`config.mk`:
```
export PLATFORM = sky130hd
export DESIGN_NAME = rr_priority_encoder
export DESIGN_NICKNAME = d
export VERILOG_FILES = /design/src/rtl/rr_priority_encoder.sv
export SDC_FILE = /design/constraint.sdc
export NUM_CORES = 1
export LEC_CHECK = 0
export CORE_ASPECT_RATIO = 1.75
export CORE_MARGIN = 5
export CORE_UTILIZATION = 40
export CTS_BUF_LIST = sky130_fd_sc_hd__clkbuf_4
export DETAILED_ROUTE_END_ITERATION = 10
export SLEW_MARGIN = 20
export SYNTH_ARGS = -nofsm -noshare
export SYNTH_HDL_FRONTEND = slang
export SYNTH_SLANG_ARGS = --single-unit
```
`constraint.sdc`:
```
create_clock -name clk -period 19.75 [get_ports clk]
set_input_delay 2.9625 -clock clk [delete_from_list [all_inputs] [get_ports clk]]
set_output_delay 2.9625 -clock clk [all_outputs]
set_load 0.1 [all_outputs]
```
`src/rtl/rr_priority_encoder.sv`:
```
// Round-robin multi-grant priority encoder: up to PORTS distinct grants per cycle, scanned circularly from a rotating pointer.
// Latency: 1 cycle, from IN_req sampled at an edge to registered outputs after that edge.
// Backpressure: IN_stall=1 holds every register, and the request vector of that cycle is dropped.
module rr_priority_encoder #(
  parameter int LEN   = 16,
  parameter int PORTS = 2,
  localparam int IDXW = (LEN == 1) ? 1 : $clog2(LEN)
) (
  input  logic                  clk,
  input  logic                  rst,
  input  logic [LEN-1:0]        IN_req,
  input  logic                  IN_stall,
  output logic [PORTS*IDXW-1:0] OUT_idx,
  output logic [PORTS*LEN-1:0]  OUT_idxOH,
  output logic [PORTS-1:0]      OUT_valid,
  output logic [IDXW-1:0]       OUT_ptr
);

  logic [IDXW-1:0]       ptr_q;
  logic [IDXW-1:0]       slot_idx [PORTS];
  logic [PORTS-1:0]      slot_vld;
  logic [PORTS*IDXW-1:0] idx_n;
  logic [PORTS*LEN-1:0]  oh_n;
  logic [IDXW-1:0]       ptr_n;
  int                    cnt;
  int                    pos;
  int                    last_i;

  // Circular scan from ptr_q; each set bit fills the next free slot until PORTS slots are used.
  always_comb begin
    slot_vld = '0;
    cnt      = 0;
    pos      = int'(ptr_q);
    for (int p = 0; p < PORTS; p++) slot_idx[p] = '0;
    for (int k = 0; k < LEN; k++) begin
      if (IN_req[pos] && cnt < PORTS) begin
        slot_idx[cnt] = pos[IDXW-1:0];
        slot_vld[cnt] = 1'b1;
        cnt           = cnt + 1;
      end
      // Explicit wrap so non-power-of-two LEN never visits out-of-range indices
      pos = (pos == LEN - 1) ? 0 : pos + 1;
    end
  end

  // Pack slots, build one-hot forms, and advance the pointer just past the last grant.
  always_comb begin
    idx_n  = '0;
    oh_n   = '0;
    last_i = -1;
    for (int p = 0; p < PORTS; p++) begin
      idx_n[p*IDXW +: IDXW] = slot_idx[p];
      if (slot_vld[p]) begin
        oh_n[p*LEN +: LEN] = LEN'(1) << slot_idx[p];
        last_i             = int'(slot_idx[p]);
      end
    end
    if (last_i < 0)
      ptr_n = ptr_q;
    else if (last_i >= LEN - 1)
      ptr_n = '0;
    else
      ptr_n = IDXW'(last_i + 1);
  end

  // Output and pointer registers; stall freezes them all together.
  always_ff @(posedge clk or negedge rst) begin
    if (!rst) begin
      OUT_idx   <= '0;
      OUT_idxOH <= '0;
      OUT_valid <= '0;
      ptr_q     <= '0;
    end else if (!IN_stall) begin
      OUT_idx   <= idx_n;
      OUT_idxOH <= oh_n;
      OUT_valid <= slot_vld;
      ptr_q     <= ptr_n;
    end
  end

  assign OUT_ptr = ptr_q;

  localparam logic [IDXW:0] LEN_W = LEN[IDXW:0];

  // Valid slots always form a contiguous run starting at slot 0.
  a_valid_contig: assert property (@(posedge clk) disable iff (!rst)
    ((OUT_valid & (OUT_valid + 1'b1)) == '0));

  // The pointer never leaves the legal index range.
  a_ptr_range: assert property (@(posedge clk) disable iff (!rst)
    ({1'b0, ptr_q} < LEN_W));

  for (genvar a = 0; a < PORTS; a++) begin : g_chk_a
    // Every reported index is a legal request line.
    a_idx_range: assert property (@(posedge clk) disable iff (!rst)
      ({1'b0, OUT_idx[a*IDXW +: IDXW]} < LEN_W));
    for (genvar b = a + 1; b < PORTS; b++) begin : g_chk_b
      // No request line is granted twice in one cycle.
      a_idx_distinct: assert property (@(posedge clk) disable iff (!rst)
        (!(OUT_valid[a] && OUT_valid[b]) ||
         (OUT_idx[a*IDXW +: IDXW] != OUT_idx[b*IDXW +: IDXW])));
    end
  end

endmodule

```
Yosys cells after proc, flatten, opt, wreduce, memory -nomap -nowiden
Index checks and enable logic that the tools add are counted.
{"block": "word_totals", "ff_bits": 46, "latch_bits": 0, "mem_bits_rw": 0, "romBits": 0, "in_bits": 19, "out_inout_bits": 46, "word_cells": 411, "mem_count": 0}
{"block": "op_classes", "n_addsub": 30, "mul": 0, "div": 0, "n_lt_le_gt_ge": 93, "n_eq_ne": 15, "shifts": 2, "mux": 189, "bitwise": 32, "n_reduce_logical": 46}
{"cell": "$lt A32 B3 Y1 const B", "count": 30}
{"cell": "$lt A32 B1 Y1 const B", "count": 16}
{"cell": "$mux W32", "count": 16}
{"cell": "$ge A32 B1 Y1 const B", "count": 15}
{"cell": "$ge A32 B2 Y1 const B", "count": 15}
{"cell": "$not A32 Y32", "count": 15}
{"cell": "$add A32 B2 Y32 const B", "count": 14}
{"cell": "$mux W8", "count": 16}
{"cell": "$bwmux W8", "count": 15}
{"cell": "$mux W4", "count": 17}
{"cell": "$bmux W1 S4", "count": 16}
{"cell": "$demux W4 S1", "count": 15}
{"cell": "$mux W1", "count": 48}
{"cell": "$mux W16", "count": 3}
{"cell": "$logic_and A1 B1 Y1", "count": 45}
{"cell": "$ge A32 B5 Y1 const B", "count": 1}
{"cell": "$shl A1 B4 Y16 const A", "count": 2}
{"cell": "$mux W2", "count": 15}
{"cell": "$or A2 B2 Y2", "count": 14}
{"cell": "$add A18 B1 Y19 const B", "count": 1}
{"cell": "$lt A19 B5 Y1 const B", "count": 1}
{"cell": "$mux W19", "count": 1}
{"cell": "$add A17 B1 Y18 const B", "count": 1}
{"cell": "$eq A18 B4 Y1 const B", "count": 1}
{"cell": "59 further kinds", "count": 74}

Longest topological paths before layout
Gate-level depths: netlist (run 1).
{"block": "logic_depth", "ltp_word": 58, "ltp_mapped": 76, "ltp_nobuf": 69}

Worst setup path before layout (run 1)
OpenSTA, ideal clock, no wires.
{"block": "synth_path", "path_type": "input port to flip-flop", "startpoint": "input IN_req[7]", "endpoint": "register ptr_q[3] (netlist: OUT_ptr[3])", "setup_time_ps": 82, "arrival_ps": 16530, "required_ps": 19668, "setup_slack_ps": 3138, "path_stages": 59, "n_path_buf": 0, "path_cell_list": "mux2i_1 -> mux4_4 -> mux2i_1 -> inv_1 -> ha_1 -> or2_2 -> o221ai_1 -> ha_1 -> mux2i_2 -> inv_2 -> ha_1 -> nor2b_1 -> and4b_1 -> o31a_1 -> o311ai_0 -> nand2_1 -> inv_1 -> ha_1 -> [23 not listed] -> o2111ai_1 -> mux2i_2 -> xnor2_4 -> inv_2 -> ha_1 -> nor2b_1 -> o21ai_0 -> nor3_1 -> maj3_2 -> nor3_4 -> inv_1 -> nor2_1 -> a22oi_1 -> ha_1 -> inv_1 -> a31oi_1 -> a21o_1 -> a31oi_1"}
{"block": "synth_via", "elab_chain_len": 57, "word_cells_on_any_way": 341, "classes_between": "add/sub (15); order compare (77); mux (172); bitwise (31); reduce/logical (46)"}
{"item": "start, declared", "line_no": "11", "rtl": "input logic [LEN-1:0] IN_req,"}
{"item": "$bmux W1 S4", "line_no": "36", "rtl": "if (IN_req[pos] && cnt < PORTS) begin"}
{"item": "$mux W1 (not written as such)", "line_no": "36"}
{"item": "$mux W1", "line_no": "36"}
{"item": "$lt A32 B3 Y1", "line_no": "36, 38"}
{"item": "$logic_and A1 B1 Y1", "line_no": "36"}
{"item": "$mux W32", "line_no": "36"}
{"item": "$lt A32 B3 Y1", "line_no": "36, 38"}
{"item": "$logic_and A1 B1 Y1", "line_no": "36"}
{"item": "[41 not listed]"}
{"item": "$demux W4 S1", "line_no": "37", "rtl": "slot_idx[cnt] = pos[IDXW-1:0];"}
{"item": "$bwmux W8", "line_no": "37"}
{"item": "$mux W8", "line_no": "36"}
{"item": "$mux W32", "line_no": "53", "rtl": "if (slot_vld[p]) begin"}
{"item": "$mux W32 *", "line_no": "53"}
{"item": "$lt A32 B1 Y1", "line_no": "58", "rtl": "if (last_i < 0)"}
{"item": "$not A1 Y1 (no line)"}
{"item": "$reduce_and A2 Y1 (no line)"}
{"item": "end signal, assigned", "line_no": "77", "rtl": "ptr_q <= ptr_n;"}
{"item": "end, declared", "line_no": "19", "rtl": "logic [IDXW-1:0] ptr_q;"}
Every way passes the cells marked *; elsewhere a longest branch is shown, timed or not. The select of a mux whose other input is x is not followed.
A chain may end at the register's enable or synchronous reset.

Final worst setup path (run 1)
{"block": "layout_path", "startpoint": "input IN_req[3]", "endpoint": "register ptr_q[3] (netlist: OUT_ptr[3])"}
The elaborated chain is that of the path after synthesis.

==> results.md, run 1 <==
* Final ANT Viol Nets at 0
* Via-per-instance ratio at 6.62
* Status: finished clean
* Synth warnings at 0
* # rows at 67
* Drt pass-1 iters at 5
* Yosys top cell area share at 14.8%
* Number of global-route vias before repair at between 8000 and 9000
* Unrepaired setup endpoints after global routing: false
* Final period util at approximately 95%
* Worst path max stage delay at between 0.7 and 0.8 ns
* Setup CP Type: primary input to register
* Achievable frequency at about 0.054 GHz
* Post-CTS Resized at 0
* Die height at around 190 µm
* Ports at 65
* Post-synthesis adder-cell area fraction at roughly 6.3%
* Synth Area in Simple Gates at between 20 and 25%
* Clk buf depth at 2
* Worst-Margin Slew at approximately 1.0 ns
* Max Slew Vio Count at 0
* PortBufs at 64
* GPL Wtd Cong at between 1 and 1.5
* Total gr overflow at 0
* Post-Place Cell Area at 8560 µm²
* Max Clock Skew at roughly 0.0073 ns
* Initial antenna violation count at 0
* Cell Area, Synth at ~7800 µm²
* GR Util met1 at roughly 29%
* Via count at about 8400
* TritonCTS Buffers at 5
* Post-Syn Nets at 1034
* Seq/Total Area, Yosys at between 10% and 20%
* Top-count cell post-synth: nand2_1
* Min Tclk post-route at 18.68 ns
* Die ar. at about 22000 µm²
* Postcts setup bufs at 0
* Worst-Skew Late Latency at 0.39 ns
* Slowest-stage cell, CP: or4_1
* Synth top area cells: dfrtp_1 (15%), ha_1 (5.6%), mux2i_1 (5.3%), mux4_2 (5.2%), nand2_1 (5.0%)
* Clock-pin slew on the worst setup and hold paths at around 0.13 ns
* Met3 Track Usage GR at under 10%
* Ant. Diodes at 0
* Yosys reg bits at 46
* Cells after Synth at roughly 980
* Area leader, netlist: dfrtp_1
* Layout cells sized above 1 at around an eighth
* Starting density of the core at approximately 41%
* Clock sinks at 46
* Crit end category: register
* Die Wd at approximately 120 µm
* Post-DP HPWL at ~24000 µm
* Core ar. at approximately 19000 µm²
* Top cells by count, synth: nand2_1 (104), o21ai_0 (77), nor2_1 (70)
* Data arrival, critical path at between 15 and 20 ns
* Asr flop ratio synth at between 90% and 100%
* Largest net degree at the start of global routing at 53
* Req. time, crit path at approximately 20 ns
* Final setup violation count at 0
* Post-route setup slack at 1.07 ns
* Final core utilization at 45.2%
* Cell variety after synth at 110
* Remaining DRCs at 0
* Worst slack at placement at 0.544 ns
* Post-synth EDFFs at 0
* Max-Cap Viols at 0
* Synth Flop Type: dfrtp_1
* CTS H-tree lvls at 2
* DRT iter0 DRCs at between 700 and 800
* Slew HR at a little under a third
* Crit path launch type: primary input
* HP Class: register to register
* FILL cells at 1987
* Main combinational cell family by area after synthesis: compound AO/OA/AOI/OAI gates
* Met2 Use GR at between 40% and 50%
* Total wire length at approximately 30000 µm
* Most used cell, CP: ha_1
* Crit path max fanout at 12
* CTS tree: yes
* Post-route cell area at 8640 µm²
* Multiplexer share of the synthesized area at ~14%
* Area Growth Syn to Fin at 11.3%
* Hold Fails Final Rpt at 0
* WL per Instance at between 20 and 25 µm
* Synth Area in Compound Gates at about 32%
* First-pass GRT wire length at about 47000 µm
* Mean Syn Cell Area at 7.93 µm²
* Nets at ~1100
* All-Layer GR Usage at about a quarter
* Root buffer cell: clkbuf_4
* Final setup TNS at 0 ns
* GRT Max-Usage Layer: met2
* Hold buffers post-CTS at 0
* XOR/XNOR share of the synthesized area at 3.27%
layout make-up:
type / instances / area (µm²) / share of cell area [%]
Sequential cell: 46 / 1150 / 13.3
Clock inverter: 2 / 8.76 / 0.101
Tap cell: 241 / 302 / 3.49
Timing Repair Buffer: 80 / 753 / 8.72
Inverter: 44 / 165 / 1.91
Multi-Input combinational cell: 843 / 6210 / 71.9
Clock buffer: 6 / 45.0 / 0.522
layer usage:
metal  vias to the layer above  wire [µm]  share of wire, %
met5                         -          0                 0
met4                         0       2610               8.6
met3                       122       1710               5.6
met2                       363      15300                50
met1                      4018      10900                36
li1                       3851          -                 -
placed cells by master (no fill, tap or decap), types with 15 or more instances in the layout:
cell / instances
nor3_1: 29
o21ai_0: 77
nor2b_1: 18
inv_1: 40
mux4_2: 18
a22o_1: 18
or3_1: 16
a21oi_1: 42
nand2b_1: 16
clkdlybuf4s50_1: 62
nor2_1: 70
nand2_1: 104
ha_1: 35
buf_4: 17
dfrtp_1: 46
mux2i_1: 41
a31oi_1: 17
nand3_1: 32
o211ai_1: 18
mux2_2: 15
and3_1: 15
final timing paths:
check	start	to	slack, ns	cells after the start
worst max-delay path	IN_req[3]	OUT_ptr[3]	1.07	61
worst min register to register	OUT_idxOH[20]	OUT_idxOH[20]	0.50	2
min in group asynchronous	rst	OUT_idxOH[18]	2.56	1
max in group asynchronous	rst	OUT_idx[4]	16.81	1
worst min-delay path	OUT_idxOH[20]	OUT_idxOH[20]	0.50	2
worst max register to register	OUT_ptr[0]	OUT_ptr[3]	2.17	62
cells by family (layout without fill, tap and decap cells):
group                      Yosys count  count (layout)
and+or+nand+nor                    370             370
adders and majority gates           39              39
AOI/OAI and AO/OA                  338             338
buffers and inverters               90             132
DFF                                 46              46
muxes                               79              79
xor gates and xnor gates            17              17
stage by stage:
stage,instances,hold slack [ns]
2_1_floorplan,979,0.973
3_3_place_gp,1254,0.466
3_5_place_dp,1254,0.472
4_1_cts,1262,0.503
5_1_grt,1262,0.540
6_report,1262,0.503
worst max-delay path: cells and delay by family:
family / cells / cell delay [ns]
adder cells (fa/ha/maj): 11 / 3.45
AO/OA/AOI/OAI: 13 / 3.22
multiplexers: 5 / 1.78
AND/OR/NAND/NOR: 19 / 4.84
buffers and inverters: 9 / 1.68
XOR/XNOR: 4 / 1.02
state kept, by name (all words and copies together) (netlist names):
register and flops:
OUT_idx 8, OUT_ptr 4, OUT_valid 2, OUT_idxOH 32
Power of run 1 is left out: the tool's default activity adds up to more than one toggle a clock period on the data nets, which glitch-free logic cannot reach.
==> run 2, diff against run 1 <==
--- a/config.mk
+++ b/config.mk
@@ -5,10 +5,11 @@
 export SDC_FILE = /design/constraint.sdc
 export NUM_CORES = 1
 export LEC_CHECK = 0
+export CAP_MARGIN = 20
 export CORE_ASPECT_RATIO = 1.75
 export CORE_MARGIN = 5
 export CORE_UTILIZATION = 40
-export CTS_BUF_LIST = sky130_fd_sc_hd__clkbuf_4
+export CTS_BUF_LIST = sky130_fd_sc_hd__clkbuf_16
 export DETAILED_ROUTE_END_ITERATION = 10
 export SLEW_MARGIN = 20
 export SYNTH_ARGS = -nofsm -noshare
==> run 2 against run 1 <==
Effect of this change: sequential share of layout area fell by 0.15 points; non-clock buffer count grew 2; first-iteration DRC count up 7.9%; routed wire length rose by 0.89%; worst setup slack better by 0.075 ns; cell count grew 0.16%; cell area is 1.1% higher; register-to-register slack improved by 0.19 ns; critical path depth down 1; hold slack got worse by 0.021 ns; die area unchanged; global-route usage is 0.15 points higher.
==> results.md, run 2 (synthesized netlist as in run 1, its figures left out) <==
* All-Layer GR Usage at a little over a quarter
* Core ar. at approximately 19000 µm²
* Slowest-stage cell, CP: or4_1
* Data arrival, critical path at 18.82 ns
* Crit path launch type: primary input
* Final setup TNS at 0 ns
* Clk buf depth at 2
* Ports at 65
* Nets at 1077
* # rows at 67
* Most used cell, CP: ha_1
* Max Clock Skew at 0.00316 ns
* CTS tree: yes
* Die Wd at 115 µm
* Starting density of the core at 40.6%
* Total gr overflow at 0
* WL per Instance at approximately 24 µm
* Initial antenna violation count at 0
* DRT iter0 DRCs at 777
* Number of global-route vias before repair at approximately 8300
* First-pass GRT wire length at approximately 47000 µm
* Hold buffers post-CTS at 0
* Worst-Skew Late Latency at 0.29 ns
* Max reg flops at 32
* Largest net degree at the start of global routing at 53
* Total wire length at a little over 30000 µm
* Max Slew Vio Count at 0
* Min Tclk post-route at about 19 ns
* Req. time, crit path at ~20 ns
* Reg with most FFs: OUT_idxOH
* GPL Wtd Cong at 1.08
* Status: finished clean
* Final ANT Viol Nets at 0
* Clock-pin slew on the worst setup and hold paths at roughly 0.06 ns
* HP Class: register to register
* TritonCTS Buffers at 5
* Unrepaired setup endpoints after global routing: false
* Slew HR at a little under a third
* Hold Fails Final Rpt at 0
* Via-per-instance ratio at between 6 and 7
* Worst-Margin Slew at roughly 1.0 ns
* Clock sinks at 46
* Max-Cap Viols at 0
* Final setup violation count at 0
* Crit path max fanout at 11
* Remaining DRCs at 0
* FILL cells at around 2000
* PortBufs at 64
* Most common cell after layout, fill and taps aside: nand2_1
* Via count at roughly 8400
* Final period util at 94.2%
* Die ar. at 22400 µm²
* Post-DP HPWL at approximately 24000 µm
* Most frequent cells in the layout: nand2_1 (104), o21ai_0 (77), nor2_1 (70)
* Drt pass-1 iters at 6
* Ant. Diodes at 0
* Area Growth Syn to Fin at 12.6%
* Die height at between 150 and 200 µm
* Worst path max stage delay at approximately 0.73 ns
* Crit end category: register
* Setup CP Type: primary input to register
* Achievable frequency at about 0.054 GHz
* Root buffer cell: clkbuf_16
* CTS H-tree lvls at 2
* Layout cells sized above 1 at between 10% and 20%
-- run 2: critical path: cells and delay by family --
kind	cells	cell delay, ns
and+or+nand+nor	18	4.38
adders and majority gates	12	3.92
AOI/OAI and AO/OA	15	3.79
muxes	5	1.79
buffers and inverters	8	1.51
xor gates and xnor gates	2	0.45
-- run 2: layer usage --
layer | vias to the layer above | track usage (%) | routed length [µm]
met1 | 4051 | 29.3 | 11000
li1 | 3846 | - | -
met3 | 120 | 3.19 | 1810
met4 | 0 | 18.5 | 2400
met5 | - | 0 | 0
met2 | 387 | 47.2 | 15600
-- run 2: repair_timing --
action | in CTS | in global routing
setup buffers | 0 | 2
resized for setup | 0 | 4
setup endpoints to repair | 0 | 17
-- run 2: per-stage QoR --
step	std cells	hold slack, ns	utilization (%)	cell area, µm²	setup slack, ns
detailed placement	1254	0.472	44.8	8560	0.544
CTS	1262	0.487	45.5	8700	0.754
finish	1264	0.482	45.7	8740	1.14
global placement	1254	0.466	44.8	8560	1.00
global route	1264	0.523	45.7	8740	0.175
floorplan	979	0.973	-	7760	3.14
-- run 2: final timing paths --
kind	cells past startpoint	start	end	slack (ns)
max	60	IN_req[3]	OUT_ptr[3]	1.14
min	2	OUT_idx[6]	OUT_idx[6]	0.48
max reg2reg	61	OUT_ptr[0]	OUT_ptr[3]	2.36
min reg2reg	2	OUT_idx[6]	OUT_idx[6]	0.48
max in group asynchronous	1	rst	OUT_valid[0]	16.68
min in group asynchronous	1	rst	OUT_idxOH[17]	2.68
-- run 2: final cells by class --
cell class | instances | area (µm²) | share of cell area [%]
clock inverter | 3 | 12.5 | 0.143
clock buffer | 5 | 125 | 1.43
timing repair buffer | 82 | 768 | 8.79
inverter | 44 | 165 | 1.89
sequential | 46 | 1150 | 13.2
tap | 241 | 302 | 3.45
multi-input combinational | 843 | 6210 | 71.1
Power of run 2 is left out for the same reason.
==> run 3, diff against run 2 <==
--- a/config.mk
+++ b/config.mk
@@ -7,7 +7,7 @@
 export LEC_CHECK = 0
 export CAP_MARGIN = 20
 export CORE_ASPECT_RATIO = 1.75
-export CORE_MARGIN = 5
+export CORE_MARGIN = 2
 export CORE_UTILIZATION = 40
 export CTS_BUF_LIST = sky130_fd_sc_hd__clkbuf_16
 export DETAILED_ROUTE_END_ITERATION = 10
==> run 3 against run 2 <==
Effect of this change: fmax is 0.51% higher; cell area is 0.87% higher; via count down 0.31%; critical path type unchanged; die area fell by 8.1%; routed wire length decreased by 0.67%; first-iteration DRC count up 4.2%; global-route usage increased by 3.0 points; critical path depth unchanged; cell count is 0.40% higher; flip-flop and latch count unchanged.
==> results.md, run 3 (synthesized netlist as in run 1, its figures left out) <==
* R2r setup slk at ~2.6 ns
* Req. time, crit path at ~20 ns
* Most common cell after layout, fill and taps aside: nand2_1
* Slew HR at 29.6%
* WL per Instance at 24.1 µm
* Nets at 1082
* Data arrival, critical path at 18.74 ns
* Crit path max fanout at 11
* Min Tclk post-route at ~19 ns
* Die height at ~190 µm
* Max-Cap Viols at 0
* Post-DP HPWL at about 24000 µm
* Total wire length at 30600 µm
* Clock sinks at 46
* Crit path launch type: primary input
* Most used cell, CP: ha_1
* Area Growth Syn to Fin at 13.6%
* Hold path endpoint: OUT_idxOH[31]
* FILL cells at between 1500 and 2000
* Most frequent cells in the layout: nand2_1 (104), o21ai_0 (77), nor2_1 (70)
* Clock-pin slew on the worst setup and hold paths at ~0.060 ns
* Slowest-stage cell, CP: or4_1
* Die ar. at between 20000 and 25000 µm²
* Final ANT Viol Nets at 0
* Worst-Margin Slew at 1.05 ns
* # rows at 67
* Terminus of the critical flop-to-flop path: OUT_ptr[3]
* CTS tree: yes
* Status: finished clean
* Worst path max stage delay at approximately 0.74 ns
* Root buffer cell: clkbuf_16
* Die Wd at roughly 110 µm
* Worst-Skew Late Latency at around 0.3 ns
* RR Startpoint: OUT_ptr[1]
* Area of the multi-input gates at around 6200 µm²
* Setup CP Type: primary input to register
* Max Slew Vio Count at 0
* All-Layer GR Usage at 29.9%
* Via count at 8378
* Crit end category: register
* Initial antenna violation count at 0
* CTS H-tree lvls at 2
* Reg with most FFs: OUT_idxOH
* Clk buf depth at 2
* Ports at 65
* Final setup TNS at 0 ns
* Final period util at 93.8%
* First-pass GRT wire length at between 40000 and 50000 µm
* Via-per-instance ratio at ~6.6
* Core ar. at roughly 19000 µm²
* Remaining DRCs at 0
* HP Class: register to register
* Drt pass-1 iters at 9
* TritonCTS Buffers at 5
* Max Clock Skew at 0.00476 ns
* Unrepaired setup endpoints after global routing: false
* Achievable frequency at between 0.05 and 0.06 GHz
* Starting density of the core at 40.6%
* Max reg flops at 32
* Total gr overflow at 0
* Number of global-route vias before repair at approximately 8400
* Sequential cell area at between 1000 and 1500 µm²
* Layout cells sized above 1 at 12.5%
* DRT iter0 DRCs at between 800 and 900
* GPL Wtd Cong at roughly 0.98
* Hold Fails Final Rpt at 0
* Ant. Diodes at 0
* Min-Delay Path Depth at 2
* Min-delay src: OUT_idxOH[31]
* Final setup violation count at 0
* Reg2Reg Depth at between 60 and 70
* Largest net degree at the start of global routing at 53
* PortBufs at 64
## run 3: changes by cell type in the layout (fill, tap and decap cells not counted)
cell       before  now
buf_4          19   24
bufinv_16       0    1
clkinv_1        1    0
clkinv_2        1    2
inv_1          41   40
o21ai_1         7    6
o21ai_2         2    3
o41ai_1         2    1
o41ai_2         0    1
## run 3: what timing repair did
item	CTS	global route
endpoints found under the setup margin	0	4
hold buffers	0	0
resized for setup	0	6
setup buffers	0	1
## run 3: critical path, delay by kind of cell
kind	cells	cell delay [ns]
compound gates	15	3.71
buf+inv	8	1.48
mux	5	1.77
xor+xnor	2	0.44
fa+ha+maj	12	3.88
simple gates	18	4.48
## run 3: stage by stage
stage | util, % | area, µm² | std cells | hold slack [ns] | setup WS, ns
final | 46.1 | 8810 | 1269 | 0.489 | 1.23
after global routing | 46.1 | 8810 | 1269 | 0.523 | 0.0533
after CTS | 45.9 | 8770 | 1268 | 0.494 | 0.761
after detailed placement | 45.0 | 8610 | 1260 | 0.476 | 0.475
after global placement | 45.0 | 8610 | 1260 | 0.466 | 0.820
after floorplan | - | 7760 | 979 | 0.973 | 3.14
## run 3: worst max-delay path by stage
stage                     depth (start not counted)  slack [ns]      start         end
final                                            60        1.23  IN_req[7]  OUT_ptr[3]
after global placement                           61        0.82  IN_req[6]  OUT_ptr[3]
after detailed placement                         61        0.48  IN_req[6]  OUT_ptr[3]
after CTS                                        61        0.76  IN_req[7]  OUT_ptr[3]
after floorplan                                  59        3.14  IN_req[7]  OUT_ptr[3]
after global routing                             60        0.05  IN_req[0]  OUT_ptr[3]
## run 3: cell type report
cell class                 instances  area share [%]
clock buffer                       5            1.42
multi-input combinational        843            70.6
clock inverter                     3           0.454
sequential                        46            13.1
timing repair buffer              87            9.14
inverter                          44            1.87
tap                              241            3.42
## run 3: routing by layer
metal | track usage [%] | vias to the layer above | part of all wire, %
li1 | - | 3857 | -
met1 | 32.1 | 4035 | 35
met2 | 53.1 | 356 | 51
met3 | 2.87 | 130 | 4.8
met4 | 21.5 | 0 | 8.8
met5 | 0 | - | 0
Power of run 3 is left out for the same reason.
